--- src/rtl/ysyx_23060208_sram_rd_arbiter_if.sv ---
// AR/R read-channel bundle shared by the IFU, the LSU and the SRAM read port.
// The master modport is the side that issues addresses and accepts data; the
// slave modport is the side that accepts addresses and returns data.
interface ysyx_23060208_sram_rd_arbiter_if #(
    parameter int DATA_WIDTH = 32
);
    logic [DATA_WIDTH-1:0] araddr;
    logic                  arvalid;
    logic                  arready;
    logic [DATA_WIDTH-1:0] rdata;
    logic [1:0]            rresp;
    logic                  rvalid;
    logic                  rready;

    modport master (
        output araddr, arvalid, rready,
        input  arready, rdata, rresp, rvalid
    );

    modport slave (
        input  araddr, arvalid, rready,
        output arready, rdata, rresp, rvalid
    );
endinterface

--- src/rtl/ysyx_23060208_sram_rd_arbiter.sv ---
// Read-port arbiter: IFU and LSU share one SRAM AR/R port. One transaction is in
// flight at a time; the owner keeps the grant from arbitration until its R
// handshake, and there is one idle bubble cycle after every R handshake.
// Optional macro ARB_ROUND_ROBIN_EN: on simultaneous requests the requester that
// was not served last wins. Without it the LSU always beats the IFU.
module ysyx_23060208_sram_rd_arbiter #(
    parameter int DATA_WIDTH = 32
) (
    input  logic                                   clk,
    input  logic                                   rst,
    ysyx_23060208_sram_rd_arbiter_if.slave         ifu,
    ysyx_23060208_sram_rd_arbiter_if.slave         lsu,
    ysyx_23060208_sram_rd_arbiter_if.master        sram,
    output logic [1:0]                             grant
);

    typedef enum logic [1:0] {
        IDLE = 2'd0,
        ADDR = 2'd1,
        RESP = 2'd2
    } state_t;

    state_t                state_q;
    state_t                state_d;
    logic [1:0]            grant_d;
    logic                  lsu_wins;
    logic                  owner_lsu;
    logic                  r_done;
    logic [DATA_WIDTH-1:0] owner_araddr;

    // grant is one-hot, so its LSU bit alone identifies the owner
    assign owner_lsu    = grant[1];
    assign owner_araddr = owner_lsu ? lsu.araddr : ifu.araddr;
    assign r_done       = (state_q == RESP) && sram.rvalid && sram.rready;

`ifdef ARB_ROUND_ROBIN_EN
    logic last_owner_lsu_q;

    // Remember who completed the most recent transaction so a tie goes to the other side
    always_ff @(posedge clk) begin
        if (rst) begin
            last_owner_lsu_q <= 1'b0;
        end else if (r_done) begin
            last_owner_lsu_q <= owner_lsu;
        end
    end

    assign lsu_wins = lsu.arvalid && (!ifu.arvalid || !last_owner_lsu_q);
`else
    assign lsu_wins = lsu.arvalid;
`endif

    // State and grant registers; reset aborts any transaction in flight
    always_ff @(posedge clk) begin
        if (rst) begin
            state_q <= IDLE;
            grant   <= 2'b00;
        end else begin
            state_q <= state_d;
            grant   <= grant_d;
        end
    end

    // Next-state: arbitrate in IDLE, wait for the AR handshake, then the R handshake
    always_comb begin
        state_d = state_q;
        grant_d = grant;
        case (state_q)
            IDLE: begin
                if (ifu.arvalid || lsu.arvalid) begin
                    state_d = ADDR;
                    grant_d = lsu_wins ? 2'b10 : 2'b01;
                end
            end
            ADDR: begin
                if (sram.arvalid && sram.arready) begin
                    state_d = RESP;
                end
            end
            RESP: begin
                if (r_done) begin
                    state_d = IDLE;
                    grant_d = 2'b00;
                end
            end
            default: begin
                state_d = IDLE;
                grant_d = 2'b00;
            end
        endcase
    end

    // Channel routing: only the owner sees the SRAM, everyone else sees zeros
    always_comb begin
        sram.araddr  = '0;
        sram.arvalid = 1'b0;
        sram.rready  = 1'b0;
        ifu.arready  = 1'b0;
        ifu.rdata    = '0;
        ifu.rresp    = 2'b00;
        ifu.rvalid   = 1'b0;
        lsu.arready  = 1'b0;
        lsu.rdata    = '0;
        lsu.rresp    = 2'b00;
        lsu.rvalid   = 1'b0;
        case (state_q)
            ADDR: begin
                sram.araddr  = owner_araddr;
                sram.arvalid = owner_lsu ? lsu.arvalid : ifu.arvalid;
                if (owner_lsu) begin
                    lsu.arready = sram.arready;
                end else begin
                    ifu.arready = sram.arready;
                end
            end
            RESP: begin
                sram.rready = owner_lsu ? lsu.rready : ifu.rready;
                if (owner_lsu) begin
                    lsu.rvalid = sram.rvalid;
                    lsu.rdata  = sram.rdata;
                    lsu.rresp  = sram.rresp;
                end else begin
                    ifu.rvalid = sram.rvalid;
                    ifu.rdata  = sram.rdata;
                    ifu.rresp  = sram.rresp;
                end
            end
            default: begin
            end
        endcase
    end

endmodule

--- src/flat_wrapper.sv ---
// flat-port wrapper written by rule: the top's interface ports become plain ports
module ysyx_23060208_sram_rd_arbiter_flat 
#(
    parameter int DATA_WIDTH = 32
)
  (clk, rst, grant, ifu_araddr, ifu_arvalid, ifu_rready, ifu_arready, ifu_rdata, ifu_rresp, ifu_rvalid, lsu_araddr, lsu_arvalid, lsu_rready, lsu_arready, lsu_rdata, lsu_rresp, lsu_rvalid, sram_araddr, sram_arvalid, sram_rready, sram_arready, sram_rdata, sram_rresp, sram_rvalid);
  ysyx_23060208_sram_rd_arbiter_if #(.DATA_WIDTH(DATA_WIDTH)) ifu_i ();
  ysyx_23060208_sram_rd_arbiter_if #(.DATA_WIDTH(DATA_WIDTH)) lsu_i ();
  ysyx_23060208_sram_rd_arbiter_if #(.DATA_WIDTH(DATA_WIDTH)) sram_i ();
  input  logic clk;
  input  logic rst;
  output logic [1:0] grant;
  input wire logic [$bits(ifu_i.araddr)-1:0] ifu_araddr;
  input wire logic [$bits(ifu_i.arvalid)-1:0] ifu_arvalid;
  input wire logic [$bits(ifu_i.rready)-1:0] ifu_rready;
  output wire logic [$bits(ifu_i.arready)-1:0] ifu_arready;
  output wire logic [$bits(ifu_i.rdata)-1:0] ifu_rdata;
  output wire logic [$bits(ifu_i.rresp)-1:0] ifu_rresp;
  output wire logic [$bits(ifu_i.rvalid)-1:0] ifu_rvalid;
  input wire logic [$bits(lsu_i.araddr)-1:0] lsu_araddr;
  input wire logic [$bits(lsu_i.arvalid)-1:0] lsu_arvalid;
  input wire logic [$bits(lsu_i.rready)-1:0] lsu_rready;
  output wire logic [$bits(lsu_i.arready)-1:0] lsu_arready;
  output wire logic [$bits(lsu_i.rdata)-1:0] lsu_rdata;
  output wire logic [$bits(lsu_i.rresp)-1:0] lsu_rresp;
  output wire logic [$bits(lsu_i.rvalid)-1:0] lsu_rvalid;
  output wire logic [$bits(sram_i.araddr)-1:0] sram_araddr;
  output wire logic [$bits(sram_i.arvalid)-1:0] sram_arvalid;
  output wire logic [$bits(sram_i.rready)-1:0] sram_rready;
  input wire logic [$bits(sram_i.arready)-1:0] sram_arready;
  input wire logic [$bits(sram_i.rdata)-1:0] sram_rdata;
  input wire logic [$bits(sram_i.rresp)-1:0] sram_rresp;
  input wire logic [$bits(sram_i.rvalid)-1:0] sram_rvalid;
  assign ifu_i.araddr = ifu_araddr;
  assign ifu_i.arvalid = ifu_arvalid;
  assign ifu_i.rready = ifu_rready;
  assign ifu_arready = ifu_i.arready;
  assign ifu_rdata = ifu_i.rdata;
  assign ifu_rresp = ifu_i.rresp;
  assign ifu_rvalid = ifu_i.rvalid;
  assign lsu_i.araddr = lsu_araddr;
  assign lsu_i.arvalid = lsu_arvalid;
  assign lsu_i.rready = lsu_rready;
  assign lsu_arready = lsu_i.arready;
  assign lsu_rdata = lsu_i.rdata;
  assign lsu_rresp = lsu_i.rresp;
  assign lsu_rvalid = lsu_i.rvalid;
  assign sram_araddr = sram_i.araddr;
  assign sram_arvalid = sram_i.arvalid;
  assign sram_rready = sram_i.rready;
  assign sram_i.arready = sram_arready;
  assign sram_i.rdata = sram_rdata;
  assign sram_i.rresp = sram_rresp;
  assign sram_i.rvalid = sram_rvalid;
  ysyx_23060208_sram_rd_arbiter #(.DATA_WIDTH(DATA_WIDTH)) u_core (.clk(clk), .rst(rst), .ifu(ifu_i), .lsu(lsu_i), .sram(sram_i), .grant(grant));
endmodule
--- config.mk ---
export PLATFORM = sky130hd
export DESIGN_NAME = ysyx_23060208_sram_rd_arbiter_flat
export DESIGN_NICKNAME = d
export VERILOG_FILES = /design/src/rtl/ysyx_23060208_sram_rd_arbiter_if.sv /design/src/rtl/ysyx_23060208_sram_rd_arbiter.sv /design/src/flat_wrapper.sv
export SDC_FILE = /design/constraint.sdc
export NUM_CORES = 1
export LEC_CHECK = 0
export CORE_AREA = 5 5 79 81
export CTS_CLUSTER_SIZE = 10
export DETAILED_ROUTE_END_ITERATION = 10
export DIE_AREA = 0 0 84 86
export DONT_BUFFER_PORTS = 1
export SLEW_MARGIN = 5
export SYNTH_ARGS = -nofsm -noshare
export SYNTH_HDL_FRONTEND = slang
export SYNTH_SLANG_ARGS = --single-unit
export TNS_END_PERCENT = 10
--- constraint.sdc ---
create_clock -name clk -period 1.09 [get_ports clk]
set_input_delay 0.1635 -clock clk [delete_from_list [all_inputs] [get_ports clk]]
set_output_delay 0.1635 -clock clk [all_outputs]
set_load 0.02 [all_outputs]
; ---- After elaboration in Yosys (flattened, before gate mapping)
; Cells that the tools add are included.
[op_classes]
reduce_logical = 7
eq_ne = 5
muxes = 29
n_bitwise = 1
[ops]
columns = cell, count
row1 = 32-bit 2-to-1 mux, 6
row2 = 2-bit 2-to-1 mux, 9
row3 = 1-bit 2-to-1 mux, 12
row4 = 2-bit case mux with 3 select lines, 2
row5 = 2-bit by 1-bit != test with 1-bit output (second input constant), 3
row6 = 3-bit AND reduction, 2
row7 = 1-bit logical AND, 3
row8 = 2-bit by 1-bit equality test with 1-bit output (second input constant), 1
row9 = 2-bit equality test (second input constant), 1
row10 = 2-bit logical NOT, 1
row11 = 1-bit logical OR, 1
row12 = 1-bit NOT, 1
[word_totals]
register_bits = 4
out_inout_bits = 108
in_bits = 106
wordCells = 44

; ---- Longest topological paths before layout
[logic_depth]
ltp_word = 5
ltp_mapped = 5
mapped_depth_nobuf = 3

; ---- Worst setup path before layout
; Ideal clock, no wire load.
[synth_path]
path_type = reg-to-output
startpoint = reg u_core.grant[1]
endpoint = out ifu_rvalid
required_time_ns = 0.927
n_path_buf = 2
arrival_ns = 1.283
slack_ns = -0.356
stages_incl_launch_ff = 4
cell_sequence = dfxtp_1 -> buf_6 -> buf_4 -> nor3_1
[synth_between]
elab_chain_len = 2
[synth_rtl]
columns = element, line
row1 = start: declaration, ysyx_23060208_sram_rd_arbiter.sv:14  ; output logic [1:0] grant
row2 = start signal: assignment, ysyx_23060208_sram_rd_arbiter.sv:60  ; grant <= grant_d;
row3 = 1-bit 2-to-1 mux, ysyx_23060208_sram_rd_arbiter.sv:118  ; if (owner_lsu) begin
row4 = 1-bit 2-to-1 mux, ysyx_23060208_sram_rd_arbiter.sv:106  ; case (state_q)
row5 = end: declaration, flat_wrapper.sv:19  ; output wire logic [$bits(ifu_i.rvalid)-1:0] ifu_rvalid;
; No other way between the ends.

; ---- Worst setup path after layout
[layout_path]
startpoint = reg u_core.grant[1]
endpoint = out sram_araddr[18]
[layout_between]
elab_chain_len = 2
[layout_rtl]
columns = element, line
row1 = 32-bit 2-to-1 mux, ysyx_23060208_sram_rd_arbiter.sv:33  ; assign owner_araddr = owner_lsu ? lsu.araddr : ifu.araddr;
row2 = 32-bit 2-to-1 mux, ysyx_23060208_sram_rd_arbiter.sv:106
row3 = end: declaration, flat_wrapper.sv:27  ; output wire logic [$bits(sram_i.araddr)-1:0] sram_araddr;
; No other way between the ends.

==> results.md <==
* Crit path DAT at 1.29 ns
* Outcome: finished, violations left
* Reg-to-reg setup timing slack at -0.11 ns
* Routed WL at 5.532 mm
* Max stage delay cell, worst path: dfxtp_4
* Worst clock skew at 0.008888 ns
* Combinational Power Share at 63.8%
* Count of state elements after synthesis at 4
* Final setup fails at 111
* Total GRT Usage at 13.64%
* Detailed Route Iter0 Violations at 5
* Gpl congestion at 0.8469
* Hold depth at 1
* NetSw at 0.0006454 W
* HP Class: input port to register
* Fmax at 687.0 MHz
* PD cells at 757.3 mW/mm^2
* Vias in the first global route at 1507
* Worst slew pin tran at 0.2638 ns
* Clock Power Share at 23.7%
* Grt met1 use at 12.98%
* Ys Warns at 0
* CP endpoint kind: output port
* Critical Path Fanout Max at 11
* Critical path's top delay family: flip-flops
* Worst vdd ir at 0.0007086 V
* CTS tree: done
* Antenna Cells at 0
* FF-to-FF Start: u_core.grant[1]
* Final setup margin at -0.3656 ns
* Via density at 5.136
* Wire length of the first global-routing pass at 7.969 mm
* Synth area leader: and2_1
* Layout net count at 307
* Buf+Inv Stages, Crit Path at 1
* Finished Layout Cells at 272
* Largest net degree at the start of global routing at 35
* Detailed placement HPWL at 4.736 mm
* Failing checks: negative setup slack
* Crit path required time at 0.93 ns
* H-tree levels at 1
* Root Buffer: clkbuf_8
* Worst skew pair latency at 0.23 ns
* Fraction of layout cells with a size suffix above 1 at 77.50%
* Syn Inst Count at 183
* Core ar. at 0.005405 mm^2
* Avg Cell Area, Syn at 6.858 um^2
* Hold Slack at 0.004463 ns
* Post-synthesis cell type count at 25
* Max Slew Vio Count at 0
* DRC at 0
* Crit path depth at 3
* Chip Width at 84 um
* RSZ-0062 raised after global routing: true
* Syn Nets at 289
* PortBufs at 0
* Total of max-cap violations at 0
* Pre-CTS setup slack at -0.2037 ns
* Layout area overhead at 52.94%
* Top cells by area, synth: and2_1 (34%), mux2i_1 (27%), nor2_1 (11%)
* CP max stage delay at 0.41 ns
* Row count at 27
* Grt ovf at 0
* Leakage at 0.7569 nW
* Crit-path cells: bufbuf_16 -> mux2i_2 -> nor2_2
* Crit path launch type: register
* Final Hold Viols at 0
* Reg-to-Reg End: u_core.grant[0]
* Mapped Area at 0.001255 mm^2
* DR pass1 iterations at 3
* Final instance area at 0.001919 mm^2
* Final period utilization at 133.5%
* Met2 Usage GRT at 25.89%
* Height of the die at 86 um
* Area of the multi-input gates at 0.001399 mm^2
* CTS clock-pin slew for the worst setup and hold paths at 0.04 ns
* Clk sink count at 4
* Via count at 1397
* Clk buf depth at 2
* Initial antenna violation count at 0
* Sequential share of power at 12.6%
* Initial Util at 23.22%
* Met3 Usage GRT at 6.916%
* Placed cells at 263
* WL/cell at 20.34 um
* I/O pin cnt at 214
* Sequential area share after synthesis at 6.381%
* Worst Setup SP: u_core.grant[1]
* CP endpoint: sram_araddr[18]
* Dpl cell area at 0.001738 mm^2
* Fillers at 557
* Tmin final at 1.456 ns
* Switching share of power at 44.41%
* Pint at 0.0008080 W
* Setup CP Type: register to output port
* Layer with the highest usage: met2
* Synth top area share at 33.90%
* Sequential cell area at 86.33 um^2
* Die area at 0.007224 mm^2
* Post-route ant nets at 0
* Num CTS Buffers at 3
* Slew headroom at 81.91%
* Reg2Reg Depth at 4
==> cells by family (layout without fill, tap and decap cells) <==
kind of cell           after synthesis  after routing  share of synthesized area [%]
multiplexers                        35             35                          28.22
buffers and inverters               18             35                          7.976
AND/OR/NAND/NOR                    119            119                          53.04
flip-flops                           4              4                          6.381
AO/OA/AOI/OAI                        7              7                          4.387
==> how the worst min path moves through the flow <==
stage          from                 to  slack [ns]
2_1_floorplan   rst    u_core.grant[1]        0.22
3_3_place_gp    rst    u_core.grant[1]        0.22
3_5_place_dp    rst    u_core.grant[1]        0.22
4_1_cts         rst  u_core.state_q[1]       0.002
5_1_grt         rst    u_core.grant[0]       0.004
6_report        rst    u_core.grant[0]       0.004
==> cell type report <==
| class | count | area share, % |
|---|---|---|
| multi-input cells | 161 | 72.88 |
| repair buffers | 28 | 14.99 |
| well taps | 72 | 4.694 |
| flip-flops and latches | 4 | 4.498 |
| clock buffers | 4 | 2.347 |
| inverters | 3 | 0.5867 |
==> flip-flops by register name, summed over array words and instances, names as in the netlist <==
name	cells
u_core.grant	2
u_core.state_q	2
==> power by group through the flow <==
stage | Combinational [W] | Clock (W) | Sequential (W)
2_1_floorplan | 0.000740 | 0 | 0.000180
3_3_place_gp | 0.000836 | 0 | 0.000184
4_1_cts | 0.000920 | 0.000348 | 0.000183
5_1_grt | 0.000989 | 0.000355 | 0.000185
3_5_place_dp | 0.000843 | 0 | 0.000185
6_report | 0.000927 | 0.000344 | 0.000182
==> layout by cell type (no fill, tap or decap), drive strengths merged <==
master | Yosys | routed
mux2i | 35 | 35
o32a | 1 | 1
inv | 3 | 3
and2 | 68 | 68
clkbuf | 0 | 4
and2b | 1 | 1
dlygate4sd3 | 0 | 1
nor2b | 1 | 1
nor4 | 1 | 1
a21oi | 2 | 2
dfxtp | 4 | 4
nand2b | 2 | 2
bufbuf | 0 | 1
o21bai | 1 | 1
and3 | 2 | 2
nand2 | 1 | 1
nor2 | 39 | 39
a21o | 1 | 1
nor3 | 3 | 3
buf | 15 | 26
a211oi | 2 | 2
nand3b | 1 | 1
==> layer usage <==
metal,share of wire (%),up-vias,wire length [um]
met3,16,8,866
met4,2.6,0,145
met1,31,631,1699
met5,0,-,0
met2,51,133,2821
li1,-,625,-
==> through the flow <==
step           util [%]  TNS [ns]  power (W)
2_1_floorplan         -    -14.47  0.0009197
3_3_place_gp      32.15    -10.25   0.001021
3_5_place_dp      32.15    -11.90   0.001029
4_1_cts           35.02    -34.91   0.001452
5_1_grt           35.51    -39.73   0.001529
6_report          35.51    -33.47   0.001453
==> cell usage after synthesis <==
cell type and count:
and2_1 68, nor2_1 37, mux2i_1 34, buf_2 11
dfxtp_1 4, buf_4 3, inv_1 3, nor3_1 3
a21oi_1 2, and3_1 2, nor2_4 2, a211oi_1 1
a211oi_2 1, a21o_1 1, and2b_1 1, buf_6 1
mux2i_2 1, nand2_1 1, nand2b_1 1, nand2b_4 1
nand3b_1 1, nor2b_1 1, nor4_1 1, o21bai_1 1
o32a_1 1
==> repair_timing <==
action	CTS	global route
pin swaps	3	4
cloned	1	0
hold buffers	1	0
setup buffers	3	0
setup endpoints to repair	111	111
endpoints found under the hold margin	1	0
gates resized for setup	19	9
(Power assumes the default switching activity.)
